[config.mk]
export PLATFORM = sky130hd
export DESIGN_NAME = adder_xbit_serial_ctrl
export DESIGN_NICKNAME = d
export VERILOG_FILES = /design/src/rtl/adder_pkg.sv /design/src/rtl/adder_1bit_full.sv /design/src/rtl/adder_xbit_serial_ctrl.sv
export SDC_FILE = /design/constraint.sdc
export NUM_CORES = 1
export LEC_CHECK = 0
export ABC_AREA = 1
export BUFFER_PORTS_ARGS = -buffer_cell sky130_fd_sc_hd__clkbuf_2
export CORE_AREA = 2 2 50 52
export CTS_BUF_LIST = sky130_fd_sc_hd__clkbuf_2
export DETAILED_ROUTE_END_ITERATION = 7
export DIE_AREA = 0 0 52 54
export HOLD_SLACK_MARGIN = 0.12
export SLEW_MARGIN = 25
export SYNTH_ARGS = -nofsm -noshare
export SYNTH_HDL_FRONTEND = slang
export SYNTH_HIERARCHICAL = 1
export SYNTH_SLANG_ARGS = --single-unit
[constraint.sdc]
create_clock -name i_clk -period 1.3 [get_ports i_clk]
set_input_delay 0.13 -clock i_clk [delete_from_list [all_inputs] [get_ports i_clk]]
set_output_delay 0.13 -clock i_clk [all_outputs]
set_load 0.02 [all_outputs]
[src/rtl/adder_pkg.sv]
// rtl/adder_pkg.sv - shared types for the bit-serial adder sequencer
// Contents:
//   serial_st_t : controller state encoding (IDLE -> CALC -> DONE -> IDLE)
package adder_pkg;

    typedef enum logic [1:0] {
        ST_IDLE = 2'd0,
        ST_CALC = 2'd1,
        ST_DONE = 2'd2
    } serial_st_t;

endpackage

[src/rtl/adder_1bit_full.sv]
// rtl/adder_1bit_full.sv - combinational 1-bit full adder used as the serial bit slice
// Ports:
//   i_num_a, i_num_b : operand bits
//   i_cry            : carry-in
//   o_res            : sum bit
//   o_cry            : carry-out
module adder_1bit_full (
    input  logic i_num_a,
    input  logic i_num_b,
    input  logic i_cry,
    output logic o_res,
    output logic o_cry
);

    logic half_sum;

    assign half_sum = i_num_a ^ i_num_b;
    assign o_res    = half_sum ^ i_cry;
    assign o_cry    = (i_num_a & i_num_b) | (i_cry & half_sum);

endmodule

[src/rtl/adder_xbit_serial_ctrl.sv]
// rtl/adder_xbit_serial_ctrl.sv - bit-serial adder sequencer, LSB-first, one bit per clock
// Ports:
//   i_clk, i_rst_n             : clock, asynchronous active-low reset
//   i_flush                    : synchronous abort, overrides both handshakes
//   i_valid / o_ready          : operand handshake (i_num_a, i_num_b, i_cry)
//   o_valid / i_ready          : result handshake (o_res, o_cry)
module adder_xbit_serial_ctrl
    import adder_pkg::*;
#(
    parameter int DATA_WIDTH = 4
) (
    input  logic                  i_clk,
    input  logic                  i_rst_n,
    input  logic                  i_flush,
    input  logic                  i_valid,
    output logic                  o_ready,
    input  logic [DATA_WIDTH-1:0] i_num_a,
    input  logic [DATA_WIDTH-1:0] i_num_b,
    input  logic                  i_cry,
    output logic                  o_valid,
    input  logic                  i_ready,
    output logic [DATA_WIDTH-1:0] o_res,
    output logic                  o_cry
);

    localparam int                CNT_W    = $clog2(DATA_WIDTH);
    localparam logic [CNT_W-1:0] CNT_LAST = CNT_W'(DATA_WIDTH - 1);

    serial_st_t            state_q, state_d;
    logic [CNT_W-1:0]      cnt_q, cnt_d;
    logic [DATA_WIDTH-1:0] a_sr_q, a_sr_d;
    logic [DATA_WIDTH-1:0] b_sr_q, b_sr_d;
    logic [DATA_WIDTH-1:0] res_sr_q, res_sr_d;
    logic                  cry_q, cry_d;

    logic slice_sum;
    logic slice_cout;

    adder_1bit_full u_slice (
        .i_num_a (a_sr_q[0]),
        .i_num_b (b_sr_q[0]),
        .i_cry   (cry_q),
        .o_res   (slice_sum),
        .o_cry   (slice_cout)
    );

    always_ff @(posedge i_clk or negedge i_rst_n) begin
        if (!i_rst_n) begin
            state_q  <= ST_IDLE;
            cnt_q    <= '0;
            a_sr_q   <= '0;
            b_sr_q   <= '0;
            res_sr_q <= '0;
            cry_q    <= 1'b0;
        end else begin
            state_q  <= state_d;
            cnt_q    <= cnt_d;
            a_sr_q   <= a_sr_d;
            b_sr_q   <= b_sr_d;
            res_sr_q <= res_sr_d;
            cry_q    <= cry_d;
        end
    end

    always_comb begin
        state_d  = state_q;
        cnt_d    = cnt_q;
        a_sr_d   = a_sr_q;
        b_sr_d   = b_sr_q;
        res_sr_d = res_sr_q;
        cry_d    = cry_q;

        unique case (state_q)
            ST_IDLE: begin
                if (i_valid && !i_flush) begin
                    a_sr_d  = i_num_a;
                    b_sr_d  = i_num_b;
                    cry_d   = i_cry;
                    cnt_d   = '0;
                    state_d = ST_CALC;
                end
            end
            ST_CALC: begin
                // Sum bits enter at the MSB so that after DATA_WIDTH shifts
                // the first (LSB) sum bit has reached bit 0.
                res_sr_d = {slice_sum, res_sr_q[DATA_WIDTH-1:1]};
                a_sr_d   = a_sr_q >> 1;
                b_sr_d   = b_sr_q >> 1;
                cry_d    = slice_cout;
                if (cnt_q == CNT_LAST) begin
                    state_d = ST_DONE;
                end else begin
                    cnt_d = cnt_q + 1'b1;
                end
            end
            ST_DONE: begin
                if (i_ready) begin
                    state_d = ST_IDLE;
                end
            end
            default: begin
                state_d = ST_IDLE;
            end
        endcase

        // Flush wins over everything, including an accept in IDLE and a
        // pending result in DONE; datapath contents are left as-is since
        // the next accept reloads them.
        if (i_flush) begin
            state_d = ST_IDLE;
        end
    end

    assign o_ready = (state_q == ST_IDLE);
    assign o_valid = (state_q == ST_DONE);
    assign o_res   = res_sr_q;
    assign o_cry   = cry_q;

endmodule
==> flow_summary.json <==
{
  "status": "completed",
  "cts_sinks": 17,
  "synth_compound_area_share_pct": 1.73,
  "drtIter0Drc": 5,
  "wl_met2_um": 958,
  "area_delta_synth_final_pct": 34.0,
  "finalSetupViolations": 0,
  "slowest_delay_ns": 0.48,
  "routed_wirelength_um": 1860,
  "post_drt_wl_per_cell_um": 10.6,
  "synth_nets": 126,
  "synthAdderAreaFrac_pct": 3.75,
  "tightest_slew_ns": 0.430,
  "nFillCells": 232,
  "ios": 21,
  "dp_slack_ns": 0.0795,
  "num_vias": 811,
  "die_x_um": 52,
  "peakVddDrop_mv": 0.817,
  "htree_levels": 1,
  "grtUsageTotal_pct": 15.1,
  "place.port_buffers": 20,
  "path_max_fanout": 4,
  "layout_min_cycle_time_ns": 1.24,
  "grt_max_degree": 22,
  "whs_ns": 0.121,
  "rsz0062_at_grt": "yes",
  "final.setup.tns_ns": 0,
  "ys_ff_latch": 17,
  "cts_made_buffers": 3,
  "clockBufferDepth": 2,
  "final_util_pct": 50.2,
  "maxCapViolations": 0,
  "power.density_nw_per_um2": 1810,
  "ant_nets": 0,
  "hold_class": "in -> reg",
  "maxUsedRoutingLayer": "met4",
  "mappedNetlistArea_um2": 868,
  "dieHeight_um": 54,
  "coreArea_um2": 2320,
  "place_congestion": 0.732,
  "criticalPathCategory": "reg -> out",
  "drc": 0,
  "arrival_ns": 1.11,
  "required_ns": 1.17,
  "antenna_found_initial": 0,
  "critPathCaptureType": "output pin",
  "cts_tree": "built",
  "crit_chain": "nor2_4 -> buf_6 -> buf_8",
  "hpwlAfterDp_um": 1280,
  "finalPower_mw": 2.11,
  "critPathTopFamily": "flip-flops",
  "grt_pass1_wl_um": 3080,
  "synthMuxAreaShare_pct": 0,
  "crit_path_top_delay_cell": "dfrtp_2",
  "fin_crit_sh_pct": 95.1,
  "start_util_pct": 37.4,
  "antennaDiodeCount": 0,
  "layout.nets": 162,
  "report.final.hold_viol_count": 0,
  "clk_latency_ns": 0.29,
  "first_global_vias": 745,
  "grt_overflow_total": 0,
  "via_per_inst": 4.63,
  "firstDrtPassIters": 4,
  "max_freq_ghz": 0.809,
  "yosys.area_share.simple_pct": 38.5,
  "synth_xor_area_share_pct": 0,
  "die-area_um2": 2810,
  "rows": 18,
  "cp_num_buf_inv": 2,
  "final_layout_size_suffix_gt1_share_pct": 30.3,
  "crit_path_start_kind": "register",
  "ys_seq_area_share_pct": 49.0,
  "syn_inst": 110,
  "cts_root_buffer": "clkbuf_2",
  "wl_met1_um": 761,
  "finalMaxSlewViolations": 0,
  "synth_cell_types": 19,
  "clk_pin_slew_worst_paths_ns": 0.16,
  "routed-wl-met3_um": 116,
  "ys_warn_count": 6,
  "avgSynthCellArea_um2": 7.89,
  "slew_headroom_pct": 71.3,
  "p_leak_nw": 0.658,
  "synth_top_family_by_area": "simple AND/OR/NAND/NOR gates",
  "clock-skew-final_ns": 0.00229,
  "setup_ws_ns": 0.0632
}
## state kept, by name, indices dropped and copies added (netlist names)
signal,cells
a_sr_q,4
o_cry,1
o_res,4
state_q,2
b_sr_q,4
cnt_q,2
## per-stage QoR
step / cell area (µm²) / cells
after CTS: 1100 / 170
after global routing: 1160 / 175
after floorplan: 868 / 110
final: 1160 / 175
after global placement: 986 / 158
after detailed placement: 986 / 158
## cell families after synthesis
| logic type | after synthesis |
|---|---|
| fa+ha+maj | 2 |
| compound gates | 3 |
| flops | 17 |
| simple gates | 77 |
| buf+inv | 11 |
## layout by cell type (no fill, tap or decap)
cell type      synthesis  layout
a21oi_1                1       1
nor2_1                 3       2
inv_1                  5       5
nor2_4                 1       2
dfrtp_2                0       2
nand3_1               15      15
nand2_1               52      52
o21ai_0                1       1
ha_1                   1       1
buf_8                  0       1
buf_4                  1       5
nand2_4                0       2
nor2_2                 1       1
inv_2                  2       2
nand3_2                1       1
dfrtp_1               17      15
o21ai_1                1       1
fa_1                   1       1
dlygate4sd3_1          0       6
or2_0                  1       1
clkbuf_2               0      23
nand2_2                3       1
buf_6                  2       4
## timing repair
action	in CTS	in global routing
setup buffers	2	5
setup endpoints to repair	1	12
pin swaps	1	2
gates resized for setup	4	9
hold buffers	6	0
hold endpoints to repair	22	0
## metal layers
| layer | vias to the layer above | global-route usage [%] |
|---|---|---|
| met5 | - | 0 |
| met4 | 0 | 6.58 |
| met3 | 4 | 3.06 |
| met2 | 23 | 27.2 |
| met1 | 375 | 17.2 |
| li1 | 409 | - |
## worst reg2reg max path, cell delays in order, from the launching register on
cell     delay [ns]
dfrtp_2        0.46
buf_6          0.11
inv_2          0.03
nor2_4         0.19
buf_6          0.14
buf_4          0.11
nand2_1        0.04
o21ai_1        0.07
## power breakdown
group          internal, mW  total (mW)  switching [mW]
Sequential            0.746       0.904           0.158
Combinational         0.423       0.957           0.534
Clock                0.0815       0.248           0.167
Total                  1.25        2.11           0.859
## final timing paths
| kind | from | to | slack, ns | cells after the start |
|---|---|---|---|---|
| hold / removal | i_flush | state_q[0]$_DFFE_PN0P_ | 0.12 | 4 |
| setup reg to reg | state_q[0]$_DFFE_PN0P_ | o_res[2]$_DFFE_PN0N_ | 0.07 | 7 |
| setup / recovery | state_q[0]$_DFFE_PN0P_ | o_ready | 0.06 | 3 |
| min in group asynchronous | i_rst_n | o_res[0]$_DFFE_PN0N_ | 0.27 | 2 |
| max in group asynchronous | i_rst_n | state_q[1]$_DFFE_PN0P_ | 0.70 | 2 |
| hold reg to reg | o_res[0]$_DFFE_PN0N_ | o_res[0]$_DFFE_PN0N_ | 0.51 | 2 |
## Yosys cell counts
cell | n | area share [%]
a21oi_1 | 1 | 0.58
dfrtp_1 | 17 | 49
nand2_1 | 52 | 22
nand3_2 | 1 | 1.2
buf_6 | 2 | 2.6
or2_0 | 1 | 0.72
o21ai_0 | 1 | 0.58
buf_2 | 1 | 0.58
inv_1 | 5 | 2.2
buf_4 | 1 | 0.86
fa_1 | 1 | 2.3
nor2_1 | 3 | 1.3
nand2_2 | 3 | 2.2
nor2_2 | 1 | 0.72
inv_2 | 2 | 0.86
nor2_4 | 1 | 1.3
ha_1 | 1 | 1.4
o21ai_1 | 1 | 0.58
nand3_1 | 15 | 8.6
## layout make-up
class | instances | area, µm² | area share (%)
tap | 30 | 37.5 | 3.23
clock buffer | 4 | 20.0 | 1.72
sequential | 17 | 428 | 36.8
timing repair buffer | 35 | 253 | 21.7
inverter | 7 | 26.3 | 2.26
multi-input combinational | 82 | 399 | 34.3
No activity file was read; power rests on OpenSTA's default activity.
